## src/rtl/receive_data_fsm.sv

```systemverilog
`default_nettype none
// ============================================================================
// Module   : receive_data_fsm
// Purpose  : UART command decoder. Loads 32-bit instruction words, MSB byte
//            first, into instruction memory. Also starts continuous run or a
//            single step, then hands off to the debug-send FSM.
// Options  : RX_TIMEOUT_EN - abort a stalled load after TIMEOUT_CYCLES idle
//            cycles and pulse o_error.
// Revision : 1.0 - initial release
// ============================================================================
module receive_data_fsm #(
    parameter int UART_BITS        = 8,
    parameter int INSTRUCTION_BITS = 32,
    parameter int INST_ADDRS_BITS  = 8,
    parameter int TIMEOUT_CYCLES   = 1000000
) (
    input  logic                        clk,
    input  logic                        rst,
    input  logic                        i_rx_done,
    input  logic [UART_BITS-1:0]        i_rx_data,
    input  logic                        i_halt,
    input  logic                        i_send_done,
    output logic                        o_inst_we,
    output logic [INST_ADDRS_BITS-1:0]  o_inst_addr,
    output logic [INSTRUCTION_BITS-1:0] o_inst_data,
    output logic                        o_datapath_rst,
    output logic                        o_run,
    output logic                        o_step,
    output logic                        o_send_start,
    output logic                        o_error
);

    localparam int c_BYTES_PER_INST = INSTRUCTION_BITS / UART_BITS;
    localparam int c_BCNT_W         = (c_BYTES_PER_INST > 1) ? $clog2(c_BYTES_PER_INST) : 1;
    // One extra bit so a count byte of zero can stand for 2^UART_BITS words
    localparam int c_REM_W          = UART_BITS + 1;

    localparam logic [UART_BITS-1:0] c_CMD_LOAD = UART_BITS'(1);
    localparam logic [UART_BITS-1:0] c_CMD_RUN  = UART_BITS'(2);
    localparam logic [UART_BITS-1:0] c_CMD_STEP = UART_BITS'(3);
    localparam logic [c_REM_W-1:0]   c_REM_FULL = c_REM_W'(1) << UART_BITS;
    localparam logic [c_BCNT_W-1:0]  c_BCNT_LAST = c_BCNT_W'(c_BYTES_PER_INST - 1);

    typedef enum logic [2:0] {
        IDLE       = 3'd0,
        LOAD_COUNT = 3'd1,
        LOAD_BYTE  = 3'd2,
        WRITE_INST = 3'd3,
        RUN        = 3'd4,
        STEP       = 3'd5,
        SEND_START = 3'd6,
        SEND_WAIT  = 3'd7
    } state_t;

    state_t                      r_state;
    logic                        r_loaded;
    logic [INST_ADDRS_BITS-1:0]  r_addr;
    logic [c_REM_W-1:0]          r_remaining;
    logic [c_BCNT_W-1:0]         r_byte_cnt;
    logic [INSTRUCTION_BITS-1:0] r_word;

    logic                        r_inst_we;
    logic [INST_ADDRS_BITS-1:0]  r_inst_addr;
    logic [INSTRUCTION_BITS-1:0] r_inst_data;
    logic                        r_datapath_rst;
    logic                        r_run;
    logic                        r_step;
    logic                        r_send_start;
    logic                        r_error;

    logic                        w_timeout;
    logic [INSTRUCTION_BITS-1:0] w_word_next;

    // New byte enters at the bottom, so the first byte ends up as the MSB
    assign w_word_next = {r_word[INSTRUCTION_BITS-UART_BITS-1:0], i_rx_data};

`ifdef RX_TIMEOUT_EN
    localparam int                   c_TO_W    = $clog2(TIMEOUT_CYCLES + 1);
    localparam logic [c_TO_W-1:0]    c_TO_LAST = c_TO_W'(TIMEOUT_CYCLES - 1);

    logic [c_TO_W-1:0] r_timeout_cnt;
    logic              w_in_load;

    assign w_in_load = (r_state == LOAD_COUNT) || (r_state == LOAD_BYTE);
    // Fires on the cycle whose edge completes TIMEOUT_CYCLES byte-free cycles
    assign w_timeout = w_in_load && !i_rx_done && (r_timeout_cnt == c_TO_LAST);

    // Counts idle cycles while waiting for load bytes; any byte restarts it
    always_ff @(posedge clk or posedge rst) begin
        if (rst) begin
            r_timeout_cnt <= '0;
        end else if (w_in_load && !i_rx_done && !w_timeout) begin
            r_timeout_cnt <= r_timeout_cnt + c_TO_W'(1);
        end else begin
            r_timeout_cnt <= '0;
        end
    end
`else
    logic [31:0] w_unused_timeout;

    assign w_unused_timeout = 32'(TIMEOUT_CYCLES);
    assign w_timeout        = 1'b0;
`endif

    // Main controller: state, load bookkeeping and registered Moore outputs
    always_ff @(posedge clk or posedge rst) begin
        if (rst) begin
            r_state        <= IDLE;
            r_loaded       <= 1'b0;
            r_addr         <= '0;
            r_remaining    <= '0;
            r_byte_cnt     <= '0;
            r_word         <= '0;
            r_inst_we      <= 1'b0;
            r_inst_addr    <= '0;
            r_inst_data    <= '0;
            r_datapath_rst <= 1'b0;
            r_run          <= 1'b0;
            r_step         <= 1'b0;
            r_send_start   <= 1'b0;
            r_error        <= 1'b0;
        end else begin
            // Outputs describe the state being entered; anything not set is 0
            r_inst_we      <= 1'b0;
            r_inst_addr    <= '0;
            r_inst_data    <= '0;
            r_datapath_rst <= 1'b0;
            r_run          <= 1'b0;
            r_step         <= 1'b0;
            r_send_start   <= 1'b0;
            r_error        <= 1'b0;

            case (r_state)
                IDLE: begin
                    if (i_rx_done) begin
                        if (i_rx_data == c_CMD_LOAD) begin
                            r_state        <= LOAD_COUNT;
                            r_datapath_rst <= 1'b1;
                        end else if ((i_rx_data == c_CMD_RUN) && r_loaded) begin
                            r_state <= RUN;
                            r_run   <= 1'b1;
                        end else if ((i_rx_data == c_CMD_STEP) && r_loaded) begin
                            r_state <= STEP;
                            r_step  <= 1'b1;
                        end else begin
                            r_error <= 1'b1;
                        end
                    end
                end

                LOAD_COUNT: begin
                    if (w_timeout) begin
                        r_state  <= IDLE;
                        r_loaded <= 1'b0;
                        r_error  <= 1'b1;
                    end else begin
                        r_datapath_rst <= 1'b1;
                        if (i_rx_done) begin
                            r_remaining <= (i_rx_data == '0) ? c_REM_FULL : {1'b0, i_rx_data};
                            r_addr      <= '0;
                            r_byte_cnt  <= '0;
                            r_loaded    <= 1'b0;
                            r_state     <= LOAD_BYTE;
                        end
                    end
                end

                LOAD_BYTE: begin
                    if (w_timeout) begin
                        r_state  <= IDLE;
                        r_loaded <= 1'b0;
                        r_error  <= 1'b1;
                    end else begin
                        r_datapath_rst <= 1'b1;
                        if (i_rx_done) begin
                            r_word <= w_word_next;
                            if (r_byte_cnt == c_BCNT_LAST) begin
                                r_byte_cnt  <= '0;
                                r_inst_we   <= 1'b1;
                                r_inst_addr <= r_addr;
                                r_inst_data <= w_word_next;
                                r_state     <= WRITE_INST;
                            end else begin
                                r_byte_cnt <= r_byte_cnt + c_BCNT_W'(1);
                            end
                        end
                    end
                end

                WRITE_INST: begin
                    r_addr      <= r_addr + INST_ADDRS_BITS'(1);
                    r_remaining <= r_remaining - c_REM_W'(1);
                    if (r_remaining == c_REM_W'(1)) begin
                        r_loaded <= 1'b1;
                        r_state  <= IDLE;
                    end else begin
                        r_byte_cnt     <= '0;
                        r_datapath_rst <= 1'b1;
                        r_state        <= LOAD_BYTE;
                    end
                end

                RUN: begin
                    if (i_halt) begin
                        r_send_start <= 1'b1;
                        r_state      <= SEND_START;
                    end else begin
                        r_run <= 1'b1;
                    end
                end

                STEP: begin
                    r_send_start <= 1'b1;
                    r_state      <= SEND_START;
                end

                SEND_START: begin
                    r_state <= SEND_WAIT;
                end

                SEND_WAIT: begin
                    if (i_send_done) begin
                        r_state <= IDLE;
                    end
                end

                default: begin
                    r_state <= IDLE;
                end
            endcase
        end
    end

    assign o_inst_we      = r_inst_we;
    assign o_inst_addr    = r_inst_addr;
    assign o_inst_data    = r_inst_data;
    assign o_datapath_rst = r_datapath_rst;
    assign o_run          = r_run;
    assign o_step         = r_step;
    assign o_send_start   = r_send_start;
    assign o_error        = r_error;

endmodule
`default_nettype wire

```

## config.mk

```make
export PLATFORM = sky130hd
export DESIGN_NAME = receive_data_fsm
export DESIGN_NICKNAME = d
export VERILOG_FILES = /design/src/rtl/receive_data_fsm.sv
export SDC_FILE = /design/constraint.sdc
export NUM_CORES = 1
export LEC_CHECK = 0
export ABC_AREA = 1
export CAP_MARGIN = 0
export CELL_PAD_IN_SITES_DETAIL_PLACEMENT = 1
export CELL_PAD_IN_SITES_GLOBAL_PLACEMENT = 2
export CORE_ASPECT_RATIO = 0.5
export CORE_MARGIN = 2
export CORE_UTILIZATION = 34
export CTS_BUF_LIST = sky130_fd_sc_hd__clkbuf_2 sky130_fd_sc_hd__clkbuf_4 sky130_fd_sc_hd__clkbuf_8
export DETAILED_ROUTE_END_ITERATION = 10
export DONT_BUFFER_PORTS = 1
export PLACE_DENSITY = 0.83
export SYNTH_ARGS = -nofsm -noshare
export SYNTH_HDL_FRONTEND = slang
export SYNTH_SLANG_ARGS = --single-unit
```

## constraint.sdc

```tcl
create_clock -name clk -period 3.2 [get_ports clk]
set_clock_uncertainty 0.15 [all_clocks]
set_input_delay 0.32 -clock clk [delete_from_list [all_inputs] [get_ports clk]]
set_output_delay 0.32 -clock clk [all_outputs]
set_load 0.1 [all_outputs]
```

==> results of run 1 <==
[sequential cells by signal, summed over array words and instances, names as in the netlist, 2 cells and up]
name / flops
r_remaining: 9
r_word: 24
r_byte_cnt: 2
o_inst_addr: 8
o_inst_data: 32
r_state: 3
r_addr: 8
[power by group]
group | switching (mW) | total (mW) | internal [mW] | leakage [nW]
logic | 0.638 | 0.942 | 0.304 | 0.750
registers | 0.291 | 1.73 | 1.44 | 1.24
clock network | 0.426 | 0.881 | 0.456 | 0.114
[kinds of logic after synthesis]
family | synth area share [%]
adders and majority gates | 1.34
AOI/OAI and AO/OA | 5.94
and+or+nand+nor | 24.0
DFF | 62.4
buffers and inverters | 6.04
xor gates and xnor gates | 0.235
[metrics by stage]
step | cell area (um2) | util, %
6_report | 4220 | 40.4
4_1_cts | 4220 | 40.4
5_1_grt | 4220 | 40.4
3_5_place_dp | 3890 | 37.2
3_3_place_gp | 3890 | 37.2
2_1_floorplan | 3730 | -
[critical path, stage by stage (launching register included)]
cell and delay [ns]:
dfrtp_1 0.38, ha_1 0.21, clkinv_1 0.65, nor2_4 0.33, inv_2 0.16, nor2_1 0.14
[routing by layer]
layer / wire, um / vias to the layer above
li1: - / 1307
met1: 4320 / 1307
met2: 3890 / 49
met3: 352 / 9
met4: 97 / 0
met5: 0 / -
[worst min path at each step]
stage / endpoint / slack (ns)
floorplan: r_word[0] / 0.29
global placement: o_inst_data[21] / 0.14
detailed placement: o_inst_data[21] / 0.14
CTS: r_remaining[6] / 0.01
global route: o_step / 0.04
finish: o_step / 0.02
[layout make-up]
cell class | count | area, um2 | area share, %
tap | 140 | 175 | 4.15
multi-input combinational | 263 | 1170 | 27.8
sequential | 93 | 2330 | 55.1
clock buffer | 10 | 131 | 3.11
clock inverter | 6 | 95.1 | 2.25
timing repair buffer | 15 | 140 | 3.32
inverter | 47 | 179 | 4.24
[Yosys cell counts]
cell / instances / area share, %
nor3_2: 2 / 0.54
xor2_1: 1 / 0.24
a22oi_1: 1 / 0.20
buf_2: 6 / 0.81
clkinv_1: 1 / 0.10
nand2_2: 2 / 0.34
buf_1: 1 / 0.10
o221ai_1: 2 / 0.47
nor2_1: 70 / 7.0
or2_2: 1 / 0.17
nor3_1: 2 / 0.27
nand2_1: 114 / 11
and2_1: 1 / 0.17
o21ai_0: 23 / 3.1
nor2_4: 2 / 0.60
dfrtp_1: 93 / 62
a211oi_1: 2 / 0.40
clkbuf_1: 1 / 0.10
inv_1: 43 / 4.3
ha_1: 4 / 1.3
o211ai_1: 3 / 0.60
buf_6: 1 / 0.30
nand3_1: 24 / 3.2
inv_2: 3 / 0.30
nor2_2: 1 / 0.17
o32ai_1: 1 / 0.24
a21oi_1: 7 / 0.94
==> results.py, run 1 <==
metrics = {
    "critical_path": {
        "rrSetupSlack_ns": 1.09,
        "r2r-start": "r_byte_cnt[0]",
        "start_kind": "flip-flop",
        "endpoint": "o_inst_addr[0]",
        "critical_path_required_ns": 3.34,
        "worst-path-max-fanout": 25,
        "path_class": "flip-flop to flip-flop",
        "cp-startpoint": "r_byte_cnt[0]",
        "end_kind": "flip-flop",
        "arrival_ns": 2.25,
        "regToRegEndpoint": "o_inst_addr[0]",
        "r2r_cells": 5,
    },
    "final_layout": {
        "areaGrowthSynthToFinish_pct": 13.3,
        "layout_common_cells": "114 x nand2_1, 93 x dfrtp_1, 70 x nor2_1",
        "fin_nets": 446,
        "drive_gt1_share_pct": 7.37,
        "mostFrequentLayoutCell": "nand2_1",
        "fillerInstances": 1245,
        "n_antenna_cell": 0,
        "final_cells": 574,
    },
    "timing": {
        "finalHoldViolCount": 0,
        "relSlewSlack_pct": 39.6,
        "fmax_mhz": 475,
        "whs_ns": 0.0223,
        "drv_slew": 0,
        "fin_crit_ns": 2.11,
        "finalCritPeriodShare_pct": 65.8,
        "finalSetupTns_ns": 0,
        "max_slew.worst_pin.slew_ns": 0.906,
        "setup_viol": 0,
        "worst_slack_ns": 1.09,
        "rsz0062_at_grt": "false",
    },
    "route": {
        "via_per_inst": 4.66,
        "ant_nets": 0,
        "wirelength_um": 8660,
        "dr.pass1.iters": 4,
        "routed-via-count": 2672,
        "avgRoutedWirePerCell_um": 15.1,
        "drt_iter0_drc": 105,
        "drc_errors": 0,
    },
    "global_routing": {
        "antenna_found_initial": 0,
        "grt_pass1_wl_um": 14400,
        "grt_start_max_net_pins": 47,
        "grt.busiest_layer": "met2",
        "use_met1_pct": 21.2,
        "grt_use_met2_pct": 24.7,
        "track_usage_pct": 15.7,
        "grt_overflow_total": 0,
        "grt_pass1_vias": 2803,
        "use_met3_pct": 4.58,
    },
    "power_and_ir_drop": {
        "power_mw": 3.55,
        "leakage_nw": 2.11,
        "irDropWorstVdd_mv": 0.291,
        "power-per-cell-area_mw_per_mm2": 841,
    },
    "place": {
        "portBuffers": 0,
        "preCtsSetupSlack_ns": 1.05,
        "dp.cells": 547,
        "gp_congestion": 0.746,
        "dp_hpwl_um": 6200,
    },
    "yosys": {
        "synthCells": 412,
        "ys_ff_latch": 93,
        "yosys_warnings": 0,
        "syn_avg_cell_area_um2": 9.05,
        "ys_types": 27,
        "ys_seq_area_share_pct": 62.4,
        "syn_area_mm2": 0.00373,
        "syn_nets": 429,
    },
    "floorplan": {
        "initial_core_util_pct": 35.7,
        "io_pins": 59,
        "fp.dieArea_mm2": 0.0119,
        "chipWidth_um": 152,
        "coreArea_mm2": 0.0104,
        "die_h_um": 78.0,
        "num_rows": 26,
    },
    "worst_hold_path": {
        "hold_path_class": "input port to flip-flop",
        "whs_path_depth": 3,
        "hold_path.startpoint": "i_rx_data[2]",
    },
    "run_status": {
        "status": "complete, no violations",
    },
    "clock_tree": {
        "cts_sinks": 93,
        "htreeDepth": 3,
        "cts_tree": "done",
        "clk_pin_slew_ns": 0.09,
        "clock_path_buffers": 2,
        "cts_hold_buf": 11,
        "cts_resized": 0,
        "clk_latency_ns": 0.36,
        "postCtsSetupBuffers": 0,
        "cts_buffers": 9,
        "ctsRootBufferMaster": "clkbuf_8",
    },
    "job": {
        "drv_cap": 0,
    },
}
No activity file was read; power rests on OpenSTA's default activity.
==> run 2, diff against run 1 <==
ABC_AREA = 0   (was 1)
PLACE_DENSITY = 0.8   (was 0.83)
clock period = 1.8 ns   (was 3.2 ns; I/O delays follow)
==> results.py, run 2 <==
metrics = {
    "run_status": {
        "status": "complete, no violations",
    },
    "clock_tree": {
        "clk_latency_ns": 0.37,
        "cts_sinks": 93,
        "htreeDepth": 3,
        "ctsRootBufferMaster": "clkbuf_8",
        "cts_buffers": 9,
        "clock_path_buffers": 2,
        "clk_pin_slew_ns": 0.09,
        "cts_tree": "done",
    },
    "place": {
        "gp_congestion": 0.817,
        "dp_hpwl_um": 6120,
        "preCtsSetupSlack_ns": 0.0393,
        "portBuffers": 0,
        "dpl_cell_area_mm2": 0.00435,
    },
    "final_layout": {
        "areaGrowthSynthToFinish_pct": 31.1,
        "design_area_mm2": 0.00490,
        "drive_gt1_share_pct": 33.1,
        "n_antenna_cell": 0,
        "largest_reg_flops": 32,
        "layout_common_cells": "90 x dfrtp_1, 66 x buf_4, 43 x and3_1",
        "fillerInstances": 1149,
        "mostFrequentLayoutCell": "dfrtp_1",
        "fin_nets": 402,
    },
    "power_and_ir_drop": {
        "irDropWorstVdd_mv": 0.491,
        "power-per-cell-area_mw_per_mm2": 1600,
        "power_mw": 7.86,
        "leakage_nw": 2.44,
    },
    "yosys": {
        "synth_top_area_share_pct": 62.2,
        "ys_top_cells_by_area": "dfrtp_1 62%, mux2_2 7.2%, and3_1 7.2%",
        "ys.flop_type": "dfrtp_1",
        "ys_types": 44,
        "async_flop_share_pct": 100,
        "synth_area_leader_cell": "dfrtp_1",
        "ys_seq_area_share_pct": 62.2,
        "yosys_warnings": 0,
        "synth_most_common_cell": "dfrtp_1",
        "syn_avg_cell_area_um2": 12.3,
        "synthCells": 304,
        "synth-edff-count": 0,
        "ys_top_cells_by_count": "93 x dfrtp_1, 43 x and3_1, 24 x mux2_2",
        "syn_area_mm2": 0.00374,
        "syn_nets": 321,
        "ys_ff_latch": 93,
    },
    "route": {
        "dr.pass1.iters": 4,
        "wirelength_um": 9420,
        "routed-via-count": 2741,
        "drt_iter0_drc": 125,
        "drc_errors": 0,
        "via_per_inst": 5.12,
        "ant_nets": 0,
        "avgRoutedWirePerCell_um": 17.6,
    },
    "floorplan": {
        "io_pins": 59,
        "fp.dieArea_mm2": 0.0119,
        "chipWidth_um": 152,
        "initial_core_util_pct": 34.5,
        "die_h_um": 78.2,
        "num_rows": 27,
        "coreArea_mm2": 0.0108,
    },
    "critical_path": {
        "start_kind": "flip-flop",
        "critical_path_required_ns": 1.91,
        "end_kind": "flip-flop",
        "arrival_ns": 1.87,
        "path_class": "flip-flop to flip-flop",
        "worst-path-max-fanout": 8,
    },
    "global_routing": {
        "grt_pass1_wl_um": 15000,
        "track_usage_pct": 15.8,
        "grt_overflow_total": 0,
        "grt_start_max_net_pins": 62,
        "antenna_found_initial": 0,
        "grt_pass1_vias": 2876,
    },
    "timing": {
        "fin_crit_ns": 1.77,
        "max_slew.worst_pin.slew_ns": 0.656,
        "setup_viol": 0,
        "drv_slew": 0,
        "whs_ns": 0.0111,
        "relSlewSlack_pct": 56.2,
        "finalCritPeriodShare_pct": 98.2,
        "fmax_mhz": 566,
        "finalHoldViolCount": 0,
        "worst_slack_ns": 0.0317,
    },
    "worst_hold_path": {
        "hold_path_class": "input port to flip-flop",
    },
    "job": {
        "drv_cap": 0,
    },
}
run 2: changes by cell type after synthesis, moves of 8 or more:
cell,previous run,this run
and3_1,0,43
o21ai_0,23,15
nand2_1,114,19
nor2_1,70,12
nand3_1,24,9
mux2_2,0,24
inv_1,43,5
clkbuf_1,1,10
run 2: metrics by stage:
stage | util [%] | cells | setup TNS, ns
finish | 45.2 | 535 | 0
global route | 45.2 | 535 | -0.637
CTS | 43.7 | 523 | 0
detailed placement | 40.2 | 494 | 0
global placement | 40.2 | 494 | 0
floorplan | - | 304 | 0
run 2: layout make-up:
| cell class | count | area, um2 | area share (%) |
|---|---|---|---|
| repair buffers | 87 | 792 | 16.2 |
| multi-input cells | 188 | 1320 | 27.0 |
| clock inverters | 7 | 126 | 2.58 |
| inverters | 6 | 26.3 | 0.536 |
| flip-flops and latches | 93 | 2330 | 47.5 |
| well taps | 145 | 181 | 3.70 |
| clock buffers | 9 | 124 | 2.53 |
run 2: kinds of logic after synthesis:
| kind of cell | count (synthesis) | share of synthesized area (%) |
|---|---|---|
| mux | 24 | 7.22 |
| fa+ha+maj | 4 | 1.34 |
| xor+xnor | 1 | 0.234 |
| flops | 93 | 62.2 |
| compound gates | 49 | 9.26 |
| buf+inv | 23 | 2.61 |
| simple gates | 110 | 17.1 |
run 2: timing repair:
| action | in CTS | in global routing |
|---|---|---|
| buffers inserted | 0 | 8 |
| endpoints found under the hold margin | 58 | 0 |
| setup endpoints to repair | 0 | 40 |
| gates resized for setup | 0 | 8 |
| hold buffers | 13 | 0 |
run 2: power by group:
part	switching [mW]	total, mW	internal (mW)
Combinational	1.69	2.98	1.29
Sequential	0.504	3.17	2.67
Clock	0.763	1.70	0.941
Total	2.96	7.86	4.90
run 2: worst paths after layout:
kind,cells after the start,endpoint,slack (ns),startpoint
min reg2reg,1,r_addr[7],0.35,r_addr[7]
min in group asynchronous,2,r_word[11],0.22,rst
max reg2reg,5,r_word[17],0.03,r_state[2]
max,5,r_word[17],0.03,r_state[2]
min,3,o_datapath_rst,0.01,i_rx_data[2]
max in group asynchronous,3,r_state[2],0.65,rst
run 2: worst max-delay path, stage by stage (launching register included):
cell and delay [ns]:
dfrtp_2 0.46, nand2b_4 0.18, nor3_4 0.22, buf_12 0.16
clkbuf_16 0.15, mux2_2 0.34
run 2: routing by layer:
layer | GRT usage [%] | up-vias | wire length [um]
met3 | 4.31 | 13 | 287
met5 | 0 | - | 0
met4 | 5.33 | 0 | 116
met1 | 20.3 | 1438 | 4350
met2 | 26.1 | 32 | 4670
li1 | - | 1258 | -
==> run 3, diff against run 2 <==
ABC_AREA = not set   (was 0)
CTS_BUF_LIST = not set   (was sky130_fd_sc_hd__clkbuf_2 sky130_fd_sc_hd__clkbuf_4 sky130_fd_sc_hd__clkbuf_8)
==> results.py, run 3 (synthesized netlist as in run 2, its figures left out) <==
metrics = {
    "clock_tree": {
        "htreeDepth": 3,
        "cts_tree": "done",
        "clk_latency_ns": 0.35,
        "ctsRootBufferMaster": "clkbuf_16",
        "cts_sinks": 93,
        "clk_pin_slew_ns": 0.07,
        "clock_path_buffers": 2,
        "cts_buffers": 9,
    },
    "timing": {
        "setup_viol": 0,
        "fmax_mhz": 568,
        "fin_crit_ns": 1.76,
        "worst_slack_ns": 0.0391,
        "relSlewSlack_pct": 55.5,
        "whs_ns": 0.0223,
        "drv_slew": 0,
        "finalCritPeriodShare_pct": 97.8,
        "max_slew.worst_pin.slew_ns": 0.666,
        "finalHoldViolCount": 0,
    },
    "critical_path": {
        "cpPeakStageDelay_ns": 0.44,
        "r2r_cells": 5,
        "path_delay_family": "flip-flops",
        "arrival_ns": 1.85,
        "path_buf_inv": 2,
        "end_kind": "flip-flop",
        "path_class": "flip-flop to flip-flop",
        "rrSetupSlack_ns": 0.04,
        "start_kind": "flip-flop",
        "regToRegEndpoint": "r_word[4]",
        "r2r-start": "r_state[2]",
        "critPathSlowestCell": "dfrtp_2",
        "critical_path_required_ns": 1.88,
        "crit_chain": "nand2b_4 -> nor3_4 -> buf_4 -> clkbuf_16 -> mux2_2",
        "worst-path-max-fanout": 15,
    },
    "final_layout": {
        "fillerInstances": 1141,
        "n_antenna_cell": 0,
        "largest_reg_flops": 32,
        "final_util_pct": 45.5,
        "layout_common_cells": "90 x dfrtp_1, 63 x buf_4, 43 x and3_1",
        "drive_gt1_share_pct": 32.0,
        "areaGrowthSynthToFinish_pct": 31.8,
        "fin_nets": 396,
        "mostFrequentLayoutCell": "dfrtp_1",
    },
    "power_and_ir_drop": {
        "leakage_nw": 2.46,
        "power-per-cell-area_mw_per_mm2": 1670,
        "p_sw_mw": 3.01,
        "swShare_pct": 36.5,
        "pwr-share-seq_pct": 38.7,
        "pwr-share-comb_pct": 34.6,
        "power_frac_clock_pct": 26.8,
        "irDropWorstVdd_mv": 0.478,
        "p_int_mw": 5.23,
    },
    "global_routing": {
        "antenna_found_initial": 0,
        "grt_overflow_total": 0,
        "grt_pass1_vias": 2851,
        "track_usage_pct": 16.1,
        "grt_pass1_wl_um": 15200,
        "grt_start_max_net_pins": 62,
    },
    "worst_hold_path": {
        "hold_path.startpoint": "i_rx_data[1]",
        "whs_path_depth": 3,
        "hold_path_class": "input port to flip-flop",
        "min_to": "r_remaining[1]",
    },
    "route": {
        "drt_iter0_drc": 106,
        "routed-via-count": 2686,
        "wirelength_um": 9470,
        "dr.pass1.iters": 4,
        "ant_nets": 0,
        "via_per_inst": 5.08,
        "avgRoutedWirePerCell_um": 17.9,
        "drc_errors": 0,
    },
    "floorplan": {
        "io_pins": 59,
        "fp.dieArea_mm2": 0.0119,
        "die_h_um": 78.2,
        "coreArea_mm2": 0.0108,
        "num_rows": 27,
        "initial_core_util_pct": 34.5,
        "chipWidth_um": 152,
    },
    "place": {
        "gp_congestion": 0.817,
        "dp_hpwl_um": 6120,
        "preCtsSetupSlack_ns": 0.0393,
        "portBuffers": 0,
    },
    "run_status": {
        "status": "complete, no violations",
    },
    "job": {
        "drv_cap": 0,
    },
}
run 3: how the worst max path moves through the flow:
stage                         from          to  slack [ns]  depth (start not counted)
CTS                   i_rx_data[7]      o_step        0.02                          5
global placement        r_state[1]  r_state[1]        0.09                          4
finish                  r_state[2]   r_word[4]        0.04                          5
global route            r_state[2]   r_word[8]      -0.003                          5
detailed placement      r_state[0]  r_word[17]        0.04                          4
floorplan           r_remaining[2]  r_state[1]        0.09                          4
run 3: area by class of cell:
type | count | area, um2 | area share [%]
sequential | 93 | 2330 | 47.3
multi-input combinational | 188 | 1320 | 26.8
timing repair buffer | 81 | 718 | 14.6
clock buffer | 9 | 225 | 4.57
tap | 145 | 181 | 3.68
clock inverter | 7 | 126 | 2.56
inverter | 6 | 26.3 | 0.533
run 3: metal layers:
layer  share of wire [%]  routed length, um  vias to the layer above  global-route usage (%)
met5                   0                  0                        -                       0
met4                0.95                 90                        0                    4.11
li1                    -                  -                     1251                       -
met3                 3.2                307                        6                    4.47
met1                  45               4300                     1393                    20.3
met2                  50               4780                       36                    27.7
run 3: power by group through the flow:
stage	logic, mW	registers (mW)	clock network [mW]
final	2.85	3.18	2.21
after detailed placement	2.60	3.19	0
after global placement	2.47	3.13	0
after CTS	2.66	3.17	2.25
after global routing	3.09	3.28	2.32
after floorplan	1.48	3.50	0
run 3: stage by stage:
step	power, mW	cells	TNS [ns]	cell area, um2
floorplan	4.98	304	0	3740
global placement	5.60	494	0	4350
detailed placement	5.79	494	0	4350
CTS	8.07	523	0	4840
global route	8.69	529	-0.00572	4930
finish	8.23	529	0	4930
run 3: timing repair:
action	in CTS	in global routing
hold buffers	13	0
endpoints found under the setup margin	0	39
endpoints found under the hold margin	57	0
setup buffers	0	4
resized for setup	0	10
run 3: worst register-to-register path: stages, from the launching register on:
cell       delay [ns]
dfrtp_2          0.44
nand2b_4         0.19
nor3_4           0.17
buf_4            0.17
clkbuf_16        0.18
mux2_2           0.34
